<file path="src/rtl/ten_bit_serial_subtractor.sv">
// Bit-serial subtractor: computes a - b one bit per clock, LSB first, through a single
// full-subtractor cell and a borrow flop, behind a start/busy/done handshake.
module ten_bit_serial_subtractor #(
    parameter int WIDTH = 10
) (
    input  logic             clk,
    input  logic             rst_n,
    input  logic             start,
    input  logic [WIDTH-1:0] a,
    input  logic [WIDTH-1:0] b,
    output logic [WIDTH-1:0] diff,
    output logic             borrow_out,
    output logic             ovf,
    output logic             busy,
    output logic             done
);

    localparam int CW = (WIDTH > 1) ? $clog2(WIDTH) : 1;
    localparam logic [CW-1:0] LAST_BIT = CW'(WIDTH - 1);

    typedef enum logic [1:0] {IDLE, SHIFT, DONE} state_t;

    state_t           state_reg, state_next;
    logic [WIDTH-1:0] a_sh_reg, a_sh_next;
    logic [WIDTH-1:0] b_sh_reg, b_sh_next;
    logic [WIDTH-1:0] res_reg, res_next;
    logic [CW-1:0]    cnt_reg, cnt_next;
    logic             br_reg, br_next;
    logic [WIDTH-1:0] diff_reg, diff_next;
    logic             borrow_reg, borrow_next;
    logic             ovf_reg, ovf_next;
    logic             busy_reg, busy_next;
    logic             done_reg, done_next;

    // Full-subtractor cell on the current LSBs of the operand shift registers.
    logic             bit_d;
    logic             bit_br;
    logic [WIDTH-1:0] res_shifted;

    assign bit_d       = a_sh_reg[0] ^ b_sh_reg[0] ^ br_reg;
    assign bit_br      = (~a_sh_reg[0] & b_sh_reg[0]) | (~(a_sh_reg[0] ^ b_sh_reg[0]) & br_reg);
    assign res_shifted = {bit_d, res_reg[WIDTH-1:1]};

    always_ff @(posedge clk or negedge rst_n) begin
        if (!rst_n) begin
            state_reg  <= IDLE;
            a_sh_reg   <= '0;
            b_sh_reg   <= '0;
            res_reg    <= '0;
            cnt_reg    <= '0;
            br_reg     <= 1'b0;
            diff_reg   <= '0;
            borrow_reg <= 1'b0;
            ovf_reg    <= 1'b0;
            busy_reg   <= 1'b0;
            done_reg   <= 1'b0;
        end else begin
            state_reg  <= state_next;
            a_sh_reg   <= a_sh_next;
            b_sh_reg   <= b_sh_next;
            res_reg    <= res_next;
            cnt_reg    <= cnt_next;
            br_reg     <= br_next;
            diff_reg   <= diff_next;
            borrow_reg <= borrow_next;
            ovf_reg    <= ovf_next;
            busy_reg   <= busy_next;
            done_reg   <= done_next;
        end
    end

    always_comb begin
        state_next  = state_reg;
        a_sh_next   = a_sh_reg;
        b_sh_next   = b_sh_reg;
        res_next    = res_reg;
        cnt_next    = cnt_reg;
        br_next     = br_reg;
        diff_next   = diff_reg;
        borrow_next = borrow_reg;
        ovf_next    = ovf_reg;
        busy_next   = busy_reg;
        done_next   = 1'b0;

        case (state_reg)
            IDLE, DONE: begin
                if (start) begin
                    a_sh_next  = a;
                    b_sh_next  = b;
                    res_next   = '0;
                    cnt_next   = '0;
                    br_next    = 1'b0;
                    busy_next  = 1'b1;
                    state_next = SHIFT;
                end else begin
                    state_next = IDLE;
                end
            end
            SHIFT: begin
                a_sh_next = a_sh_reg >> 1;
                b_sh_next = b_sh_reg >> 1;
                res_next  = res_shifted;
                br_next   = bit_br;
                cnt_next  = cnt_reg + 1'b1;
                if (cnt_reg == LAST_BIT) begin
                    // On the last bit the shift-register LSBs hold the original operand MSBs.
                    diff_next   = res_shifted;
                    borrow_next = bit_br;
                    ovf_next    = (a_sh_reg[0] ^ b_sh_reg[0]) & (a_sh_reg[0] ^ bit_d);
                    busy_next   = 1'b0;
                    done_next   = 1'b1;
                    state_next  = DONE;
                end
            end
            default: begin
                state_next = IDLE;
                busy_next  = 1'b0;
            end
        endcase
    end

    assign diff       = diff_reg;
    assign borrow_out = borrow_reg;
    assign ovf        = ovf_reg;
    assign busy       = busy_reg;
    assign done       = done_reg;

endmodule

</file>
<file path="config.mk">
export PLATFORM = sky130hd
export DESIGN_NAME = ten_bit_serial_subtractor
export DESIGN_NICKNAME = d
export VERILOG_FILES = /design/src/rtl/ten_bit_serial_subtractor.sv
export SDC_FILE = /design/constraint.sdc
export NUM_CORES = 1
export LEC_CHECK = 0
export ABC_AREA = 1
export BUFFER_PORTS_ARGS = -buffer_cell sky130_fd_sc_hd__buf_2
export CAP_MARGIN = 25
export CORE_MARGIN = 2
export CORE_UTILIZATION = 59
export CTS_CLUSTER_SIZE = 8
export DETAILED_ROUTE_END_ITERATION = 10
export HOLD_SLACK_MARGIN = 0.08
export PLACE_DENSITY = 0.83
export SETUP_SLACK_MARGIN = 0.15
export SYNTH_ARGS = -nofsm -noshare
export SYNTH_HDL_FRONTEND = slang
export SYNTH_SLANG_ARGS = --single-unit
</file>
<file path="constraint.sdc">
create_clock -name clk -period 3.5 [get_ports clk]
set_input_delay 0.35 -clock clk [delete_from_list [all_inputs] [get_ports clk]]
set_output_delay 0.35 -clock clk [all_outputs]
set_load 0.01 [all_outputs]
</file>
==> Word level (Yosys, flattened, before mapping) <==
Index checks and enable logic that the tools add are counted.
{ "word_totals": {"register_bits": 51, "latch_bits": 0, "ram_bits": 0, "mem_bits_ro": 0, "inputBits": 23, "out_inout_bits": 14, "wordCells": 50, "memories": 0} }
{ "classes": {"addsub": 1, "multipliers": 0, "div_mod_pow": 0, "magnitude_cmp": 0, "n_eq_ne": 5, "shift": 0, "muxes": 18, "bitwise_logic": 9, "n_reduce_logical": 6} }
{ "ops": {"columns": ["operator", "n"], "rows": [
  ["10-bit one-hot mux with 2 select lines", 3],
  ["10-bit two-way mux", 3],
  ["4-bit one-hot mux with 2 select lines", 1],
  ["1-bit two-way mux", 6],
  ["2-bit AND reduction", 3],
  ["4-bit by 1-bit adder with 4-bit output (second input constant)", 1],
  ["4-bit equality test (second input constant)", 1],
  ["4-bit two-way mux", 1],
  ["2-bit != test (second input constant)", 2],
  ["1-bit one-hot mux with 2 select lines", 2],
  ["2-bit one-hot mux with 2 select lines", 1],
  ["1-bit bitwise AND", 3],
  ["1-bit XOR", 3],
  ["2-bit by 1-bit equality test with 1-bit output (second input constant)", 1],
  ["2-bit equality test (second input constant)", 1],
  ["2-bit zero test", 1],
  ["2-bit two-way mux", 1],
  ["1-bit inverter", 2],
  ["2-bit nonzero test", 1],
  ["2-bit OR reduction", 1],
  ["1-bit OR", 1]
]} }

==> Longest topological paths before layout <==
Gate-level depths: netlist of run 1.
{ "depth": {"depth_word": 5, "depth_mapped": 8, "ltp_nobuf": 7} }

==> Worst setup path after synthesis of run 1 <==
Ideal clock, no wire load.
{ "synth_path": {"kind": "register to register", "start": "register a_sh_reg[0]", "end": "register ovf_reg, in the netlist ovf", "setup_time_ns": 0.116, "t_arrival_ns": 1.230, "path_slack_ns": 2.154, "stages_incl_launch_ff": 7, "synth_period_minus_slack_ns": 1.346, "cell_sequence": "dfrtp_1 > fa_1 > nand2_1 > nand2_1 > nor2_1 > nand2_1 > nand2_1"} }
{ "synth_via": {"elab_chain_len": 4} }
{ "synth_rtl": {"columns": ["element", "line_no", "source"], "rows": [
  ["start: declaration", "24", "logic [WIDTH-1:0] a_sh_reg, a_sh_next;"],
  ["start signal: assignment", "59", "a_sh_reg <= a_sh_next;"],
  ["1-bit XOR (2 in a row)", "40", "assign bit_d = a_sh_reg[0] ^ b_sh_reg[0] ^ br_reg;"],
  ["via bit_d", "36", "logic bit_d;"],
  ["1-bit XOR", "109", "ovf_next = (a_sh_reg[0] ^ b_sh_reg[0]) & (a_sh_reg[0] ^ bit_d);"],
  ["1-bit bitwise AND", "109", null],
  ["end signal: assignment", "66", "ovf_reg <= ovf_next;"],
  ["end: declaration", "31", "logic ovf_reg, ovf_next;"]
]} }
The timed path passes the listed nets, and every way through them passes these cells.
A chain may end at the register's enable or synchronous reset.

==> Final worst setup path of run 1 <==
{ "layout_path": {"start": "register state_reg[0]", "end": "register a_sh_reg[2]"} }
{ "layout_via": {"elab_chain_len": 4} }
{ "layout_rtl": {"columns": ["element", "line_no", "source"], "rows": [
  ["start: declaration", "23", "state_t state_reg, state_next;"],
  ["start signal: assignment", "58", "state_reg <= state_next;"],
  ["2-bit equality test or 2-bit zero test (tied branches)", "85", "case (state_reg)"],
  ["2-bit OR reduction", "85", null],
  ["2-bit != test (no line) or 2-bit nonzero test (tied branches)", null, null],
  ["2-bit AND reduction (no line)", null, null]
]} }
Parallel ways exist; a longest one is shown, timed or not.

==> out/results.txt, run 1 <==
yosys warns -> 0
Distinct cells, synth -> 18
layout cell share with drive strength beyond 1 -> 16.2%
area grow syn2layout -> 14.6%
Max Clock Freq -> 610 MHz
crit path cell chain -> nand2_1 -> nand2_2 -> inv_2 -> nand2_1 -> nand2_1
crit-path max FO -> 21
core area -> 3630 sq um
mux cell area share after synthesis -> 0%
total wire length -> 3950 um
die height -> 65.4 um
sw power -> 0.891 mW
WP buf/inv -> 1
crit path time final -> 1640 ps
Simple-Gate Fraction of Synth Area -> 28.2%
RSZ-0062 raised after global routing -> no
most common cell after layout, fill and taps aside -> nand2_1
Worst path most repeated cell -> nand2_1
crit path max-delay cell type -> dfrtp_1
cells after synthesis -> 278
syn_area_per_cell -> 8.00 sq um
critical path arrival -> 1880 ps
Synth Cell Area -> 2220 sq um
Fin. Hold Viols -> 0
compound-cell area share of the yosys netlist -> 3.71%
ant diodes -> 0
root buf cell -> clkbuf_8
port buffer count -> 36
slowest stage delay, CP -> 420 ps
Comb pwr share -> 38.9%
Clock Pin Slew Worst Setup and Hold Paths -> 90 ps
net count after synthesis -> 305
HP Class -> primary input to flip-flop
Clock Skew -> 11.0 ps
WL/cell -> 10.9 um
First-pass DRT Iterations -> 4
Post-DP HPWL -> 2670 um
first-pass GRT wire length -> 6910 um
# fillers -> 292
sequential share of the synthesized area -> 56.2%
largest family of logic cells by synthesized area -> simple AND/OR/NAND/NOR gates
pwr/cell area -> 893 nW/um^2
Critical Path RT -> 3740 ps
Clk network pwr share -> 17.2%
gr ovfl total -> 0
post-route ant nets -> 0
Int Pwr -> 1.38 mW
Synth Area in XOR/XNOR -> 0%
initial antenna violation count -> 0
sequential power share -> 43.8%
worst setup path class -> flip-flop to flip-flop
largest net degree at the start of global routing -> 29
post-route clock period utilization -> 46.8%
die width -> 65.4 um
Clock Latency Late Sink -> 300 ps
Tot GR Track Use -> 21.6%
Ports -> 37
LEAKAGE -> 1.48 nW
vias per cell -> 4.76
adder-cell area share of the yosys netlist -> 2.59%
CTS Sinks -> 50
GP Congestion -> 0.761
setup tns final -> 0 ps
starting density of the core -> 61.2%
most frequent cells in the layout -> nand2_1, dfrtp_1, inv_1, buf_2, o22ai_1
critical path's top delay family -> simple AND/OR/NAND/NOR gates
setup violators final -> 0
postcts setup bufs -> 0
Final nets -> 341
Slew @ Worst Pin -> 558 ps
VDD IR max -> 451 uV
status -> finished clean
die area -> 4280 sq um
total power -> 2.28 mW
max-slew violations -> 0
CP startpoint kind -> flip-flop
DRT iter0 DRCs -> 125
num rows -> 22
Residual DRC -> 0
Via Count -> 1728
vias in the first global route -> 1588
number of synthesized register bits -> 50
max_slew headroom -> 62.8%
CTS tree -> yes
CTS max path bufs -> 2
sw frac -> 39.2%
Crit. End Element -> flip-flop
CTS Buf Count -> 5
H-tree depth -> 2
Max-Cap Viols -> 0
[kinds of logic after synthesis]
kind of cell               after synthesis
AOI/OAI and AO/OA                       14
adders and majority gates                4
buffers and inverters                   49
DFF                                     50
and+or+nand+nor                        161
[routing by layer]
metal | up-vias | GRT usage, % | part of all wire [%]
met4 | 0 | 8.07 | 0.89
met5 | - | 0 | 0
met2 | 43 | 37.5 | 48
met1 | 784 | 25.2 | 46
met3 | 4 | 6.68 | 5.6
li1 | 897 | - | -
[layout make-up]
cell class / count / area, sq um / share of cell area (%)
Clock buffer: 7 / 76.3 / 2.99
Clock inverter: 1 / 30.0 / 1.18
Inverter: 39 / 146 / 5.74
Multi-Input combinational cell: 179 / 767 / 30.1
Sequential cell: 50 / 1250 / 49.1
Tap cell: 48 / 60.1 / 2.36
Timing Repair Buffer: 39 / 218 / 8.54
[final timing paths]
check	start	endpoint	slack, ps	cells after the start
setup / recovery	state_reg[0]$_DFFE_PN0P_	a_sh_reg[2]$_DFFE_PN0P_	1860	5
hold / removal	b[9]	b_sh_reg[9]$_DFFE_PN0P_	240	3
setup reg to reg	state_reg[0]$_DFFE_PN0P_	a_sh_reg[2]$_DFFE_PN0P_	1860	5
hold reg to reg	res_reg[4]$_DFFE_PN0P_	diff[3]$_DFFE_PN0P_	470	2
max in group asynchronous	rst_n	res_reg[4]$_DFFE_PN0P_	2400	3
min in group asynchronous	rst_n	b_sh_reg[9]$_DFFE_PN0P_	570	2
[stage by stage]
| stage | hold WS (ps) | instances | utilization, % | instance area, sq um | setup slack, ps |
|---|---|---|---|---|---|
| floorplan | 54.4 | 278 | - | 2220 | 2150 |
| global placement | 451 | 353 | 66.4 | 2410 | 1910 |
| detailed placement | 365 | 354 | 66.9 | 2430 | 1850 |
| CTS | 236 | 363 | 70.1 | 2550 | 1820 |
| global route | 248 | 363 | 70.1 | 2550 | 1670 |
| finish | 242 | 363 | 70.1 | 2550 | 1860 |
[power by group through the flow]
stage | registers (mW) | clock network, mW | logic [mW]
global route | 1.03 | 0.425 | 1.04
finish | 0.997 | 0.392 | 0.885
CTS | 0.997 | 0.402 | 0.902
detailed placement | 1.00 | 0 | 0.895
global placement | 0.992 | 0 | 0.856
floorplan | 1.01 | 0 | 0.661
[synth_stat cells]
library cell | number | area share, %
buf_2 | 6 | 1.3
inv_1 | 36 | 6.1
nor2_4 | 1 | 0.51
inv_2 | 3 | 0.51
o22ai_1 | 10 | 2.8
nand3_1 | 4 | 0.90
or2_2 | 1 | 0.28
o21ai_1 | 2 | 0.45
nor2_1 | 7 | 1.2
nor2_2 | 1 | 0.28
nand2_1 | 145 | 24
buf_4 | 4 | 1.3
dfrtp_1 | 50 | 56
nand2_2 | 1 | 0.28
nand4_1 | 1 | 0.28
ha_1 | 3 | 1.7
a21oi_1 | 2 | 0.45
fa_1 | 1 | 0.90
[repair_timing]
| item | in CTS | in global routing |
|---|---|---|
| endpoints found under the hold margin | 22 | 0 |
| resized for setup | 0 | 0 |
| hold buffers | 1 | 0 |
[worst register-to-register path, cell delays in order (launching register included)]
cell and delay (ps):
dfrtp_1 420, nand2_1 360, nand2_2 280, inv_2 350, nand2_1 100, nand2_1 80
Note: power is estimated with default switching activity, not from simulation.
==> run 2: changes to the inputs <==
- CORE_UTILIZATION: 59 -> 50
- PLACE_DENSITY: 0.83 -> 0.75
- clock period: 3.5 -> 1.5 ns (I/O delays scaled with it)
==> out/results.txt, run 2 (synthesis results as in run 1) <==
starting density of the core -> 51.4% (-9.8 points)
worst r2r path cells -> 6 (+1)
worst setup path class -> flip-flop to flip-flop
Critical Path RT -> 1700 ps (-2040 ps)
die area -> 5000 sq um (+17%)
max_slew headroom -> 76.4% (+14 points)
root buf cell -> clkbuf_8
crit-path max FO -> 4 (-81%)
status -> finished clean
CTS Sinks -> 50 (unchanged)
layout cell share with drive strength beyond 1 -> 20.6% (+4.4 points)
gr ovfl total -> 0 (unchanged)
post-route clock period utilization -> 88.4% (+42 points)
GP Congestion -> 0.739 (-2.9%)
CTS tree -> yes
Via Count -> 1699 (-1.7%)
First-pass DRT Iterations -> 4 (unchanged)
area of the multi-input gates -> 785 sq um (+2.3%)
Clock Pin Slew Worst Setup and Hold Paths -> 90 ps (about the same)
pwr/cell area -> 2030 nW/um^2 (+130%)
setup violators final -> 0 (unchanged)
critical path arrival -> 1530 ps (-350 ps)
final core utilization -> 61.3% (-8.8 points)
Slew @ Worst Pin -> 353 ps (-205 ps)
port buffer count -> 36 (unchanged)
Tot GR Track Use -> 17.8% (-3.8 points)
# fillers -> 383 (+31%)
H-tree depth -> 2 (unchanged)
LEAKAGE -> 1.53 nW (+3.3%)
Final nets -> 351 (+2.9%)
largest net degree at the start of global routing -> 51 (+76%)
Clock Latency Late Sink -> 310 ps (about the same)
ant diodes -> 0 (unchanged)
Seq. cell area -> 1250 sq um (unchanged)
Fin. Hold Viols -> 0 (unchanged)
Max Clock Freq -> 755 MHz (+24%)
core area -> 4320 sq um (+19%)
hold depth -> 5 (+2)
CP startpoint kind -> flip-flop
DRT iter0 DRCs -> 82 (-34%)
post-route ant nets -> 0 (unchanged)
area grow syn2layout -> 19.2%
first-pass GRT wire length -> 7140 um (+3.3%)
most frequent cells in the layout -> nand2_1, dfrtp_1, buf_2
die height -> 70.7 um (+8.1%)
Post-DP HPWL -> 2700 um (+1.1%)
WL/cell -> 10.4 um (-4.6%)
num rows -> 24 (+9.1%)
total wire length -> 3920 um (-0.94%)
Hold Slack -> 108 ps (-133 ps)
VDD IR max -> 1040 uV (+130%)
max-slew violations -> 0 (unchanged)
Ports -> 37 (unchanged)
Residual DRC -> 0 (unchanged)
most common cell after layout, fill and taps aside -> nand2_1
initial antenna violation count -> 0 (unchanged)
crit path time final -> 1330 ps (-313 ps)
Max-Cap Viols -> 0 (unchanged)
vias in the first global route -> 1686 (+6.2%)
setup tns final -> 0 ps (unchanged)
CTS max path bufs -> 2 (unchanged)
vias per cell -> 4.51 (-5.3%)
HP Class -> primary input to flip-flop
die width -> 70.7 um (+8.1%)
RSZ-0062 raised after global routing -> yes
Crit. End Element -> flip-flop
CTS Buf Count -> 5 (unchanged)
Clock Skew -> 11.7 ps (+0.684 ps)
==> run 2: cell types whose count changed in the layout (fill, tap and decap cells not counted), moves of 2 or more <==
| cell | previous run | this run |
|---|---|---|
| buf_4 | 1 | 8 |
| clkbuf_1 | 2 | 0 |
| dlygate4sd3_1 | 1 | 3 |
| inv_1 | 36 | 34 |
| inv_2 | 3 | 5 |
==> run 2: critical path, stage by stage (launching register included) <==
cell and delay, ps:
dfrtp_1 410, fa_2 580, nand2_1 60, nand2_1 50
nor2_1 30, nand2_1 50, nand2_1 40
==> run 2: layout make-up <==
class	count	share of cell area, %
Sequential cell	50	47.2
Multi-Input combinational cell	179	29.6
Timing Repair Buffer	49	11.7
Inverter	39	5.52
Clock buffer	6	3.11
Tap cell	52	2.45
Clock inverter	2	0.472
==> run 2: path summary, 6_finish.rpt <==
path	from	endpoint	slack, ps
min in group asynchronous	rst_n	diff[6]$_DFFE_PN0P_	340
hold reg to reg	res_reg[4]$_DFFE_PN0P_	diff[3]$_DFFE_PN0P_	460
setup reg to reg	a_sh_reg[0]$_DFFE_PN0P_	ovf$_DFFE_PN0P_	170
max in group asynchronous	rst_n	a_sh_reg[3]$_DFFE_PN0P_	930
setup / recovery	a_sh_reg[0]$_DFFE_PN0P_	ovf$_DFFE_PN0P_	170
hold / removal	b[1]	b_sh_reg[1]$_DFFE_PN0P_	110
==> run 2: through the flow <==
step	power (mW)	cells	instance area (sq um)	setup slack [ps]
after floorplan	3.90	278	2220	154
after global placement	4.46	364	2490	178
after detailed placement	4.57	364	2490	125
after CTS	5.41	376	2630	131
after global routing	5.96	377	2650	95.8
final	5.40	377	2650	175
==> run 2: per-layer routing <==
layer	GRT usage (%)	share of wire [%]	vias to the layer above
met5	0	0	-
met3	6.70	5.5	2
met4	4.61	0.28	0
met2	30.7	47	40
li1	-	-	913
met1	21.0	47	744
==> run 2: what timing repair did <==
item | CTS | global route
pin swaps | 1 | 2
setup endpoints to repair | 6 | 12
resized for setup | 2 | 5
setup buffers | 1 | 1
hold buffers | 3 | 0
endpoints found under the hold margin | 52 | 0
==> run 2: where the power goes <==
group,total [mW],internal (mW),leakage (nW),switching [mW]
registers,2.31,1.95,0.629,0.353
logic,2.29,0.936,0.849,1.35
clock network,0.802,0.371,0.0472,0.431
total,5.40,3.26,1.53,2.14
==> run 3: changes to the inputs <==
- CORE_ASPECT_RATIO: default -> 1.2
- CORE_MARGIN: 2 -> 1
- CORE_UTILIZATION: 50 -> 40
- PLACE_DENSITY: 0.75 -> default
==> out/results.txt, run 3 (synthesis results as in run 1) <==
status -> finished clean
slowest stage delay, CP -> 590 ps (about the same)
post-route ant nets -> 0 (unchanged)
beginning of the worst hold path -> start
gr ovfl total -> 0 (unchanged)
DP Worst Slack -> 122 ps (-2.78 ps)
die height -> 83.7 um (+18%)
H-tree depth -> 2 (unchanged)
Tot GR Track Use -> 15.0% (-2.8 points)
Hold Slack -> 104 ps (-4.67 ps)
die width -> 70.1 um (-0.88%)
total wire length -> 4100 um (+4.7%)
crit path time final -> 1330 ps (+9.70 ps)
vias in the first global route -> 1622 (-3.8%)
CTS tree -> yes
WL/cell -> 10.5 um (+1.2%)
Cells after DPL -> 374 (+2.7%)
CTS max path bufs -> 2 (unchanged)
Crit. End Element -> flip-flop
DRT iter0 DRCs -> 95 (+16%)
HP Class -> primary input to flip-flop
Max Clock Freq -> 749 MHz (-0.73%)
Slew @ Worst Pin -> 378 ps (+25.2 ps)
max_slew headroom -> 74.7% (-1.7 points)
ant diodes -> 0 (unchanged)
critical path's top delay family -> adder cells
Max-Cap Viols -> 0 (unchanged)
GP Congestion -> 0.728 (-1.4%)
total power -> 5.61 mW (+4.0%)
VDD IR max -> 754 uV (-27%)
pwr/cell area -> 2060 nW/um^2 (+1.1%)
die area -> 5870 sq um (+17%)
WP buf/inv -> 1 (+1)
Via Count -> 1756 (+3.4%)
Clock Pin Slew Worst Setup and Hold Paths -> 100 ps (about the same)
Fin. Hold Viols -> 0 (unchanged)
max-slew violations -> 0 (unchanged)
port buffer count -> 36 (unchanged)
critical path arrival -> 1530 ps (about the same)
most frequent cells in the layout -> nand2_1, dfrtp_1, buf_2
Post-DP HPWL -> 2550 um (-5.6%)
Clock Latency Late Sink -> 310 ps (about the same)
area of the multi-input gates -> 828 sq um (+5.6%)
Ports -> 37 (unchanged)
Seq. cell area -> 1250 sq um (about the same)
initial antenna violation count -> 0 (unchanged)
crit-path max FO -> 3 (-1)
final non-filler cell total -> 390 (+3.4%)
core area -> 5330 sq um (+23%)
crit path max-delay cell type -> fa_2
Clock Skew -> 9.54 ps (-2.16 ps)
FF-to-FF Start -> br_reg$_DFFE_PN0P_
CTS Buf Count -> 5 (unchanged)
starting density of the core -> 41.7% (-9.7 points)
Critical Path RT -> 1700 ps (about the same)
post-route clock period utilization -> 89.0% (+0.65 points)
first-pass GRT wire length -> 7040 um (-1.4%)
CTS Sinks -> 50 (unchanged)
setup violators final -> 0 (unchanged)
RSZ-0062 raised after global routing -> yes
vias per cell -> 4.50 (about the same)
num rows -> 29 (+21%)
First-pass DRT Iterations -> 4 (unchanged)
# fillers -> 536 (+40%)
Final nets -> 354 (+0.85%)
most common cell after layout, fill and taps aside -> nand2_1
layout cell share with drive strength beyond 1 -> 22.3% (+1.6 points)
CP startpoint kind -> flip-flop
setup tns final -> 0 ps (unchanged)
largest net degree at the start of global routing -> 51 (unchanged)
LEAKAGE -> 1.55 nW (+1.5%)
Worst path most repeated cell -> nand2_1
Worst setup startpoint -> br_reg$_DFFE_PN0P_
crit path cell chain -> inv_2 -> fa_2 -> nand2_1 -> nand2_1 -> nor2_1 -> nand2_1 -> nand2_1
final worst slack -> 165 ps (-9.70 ps)
root buf cell -> clkbuf_8
area grow syn2layout -> 22.7%
Residual DRC -> 0 (unchanged)
worst setup path class -> flip-flop to flip-flop
run 3: repair_timing:
action / CTS / global route
cloned: 0 / 2
buffers inserted: 2 / 1
pin swaps: 1 / 4
hold buffers: 3 / 0
endpoints found under the hold margin: 52 / 0
setup endpoints to repair: 4 / 13
resized for setup: 1 / 17
run 3: per-stage QoR:
stage          cell area [sq um]  util (%)
2_1_floorplan               2220         -
3_3_place_gp                2510      47.0
3_5_place_dp                2510      47.0
4_1_cts                     2650      49.7
5_1_grt                     2730      51.2
6_report                    2730      51.2
run 3: power breakdown:
part	leakage, nW	internal [mW]	switching, mW
Combinational	0.873	1.06	1.41
Sequential	0.628	1.96	0.365
Clock	0.0472	0.371	0.454
Total	1.55	3.39	2.23
run 3: path summary, 6_finish.rpt:
| kind | endpoint | slack (ps) | cells past startpoint |
|---|---|---|---|
| max reg2reg | ovf$_DFFE_PN0P_ | 170 | 7 |
| min reg2reg | diff[2]$_DFFE_PN0P_ | 470 | 2 |
| max | ovf$_DFFE_PN0P_ | 170 | 7 |
| max in group asynchronous | cnt_reg[0]$_DFFE_PN0P_ | 900 | 3 |
| min in group asynchronous | diff[6]$_DFFE_PN0P_ | 360 | 3 |
| min | state_reg[0]$_DFFE_PN0P_ | 100 | 3 |
run 3: worst register-to-register path, cell delays in order (launching register included):
cell and delay [ps]:
dfrtp_1 360, inv_2 50, fa_2 590, nand2_1 50, nand2_1 50, nor2_1 40
nand2_1 50, nand2_1 50
run 3: final cells by class:
cell class                      instances  area share (%)
Inverter                               39            5.36
Multi-Input combinational cell        180            30.3
Clock inverter                          2           0.458
Clock buffer                            6            3.02
Timing Repair Buffer                   51            12.1
Sequential cell                        50            45.9
Tap cell                               62            2.84
run 3: per-layer routing:
| metal | global-route usage, % | up-vias | part of all wire, % |
|---|---|---|---|
| li1 | - | 922 | - |
| met1 | 18.8 | 786 | 48 |
| met2 | 24.8 | 43 | 47 |
| met3 | 4.35 | 5 | 4.1 |
| met4 | 4.91 | 0 | 0.98 |
| met5 | 0 | - | 0 |
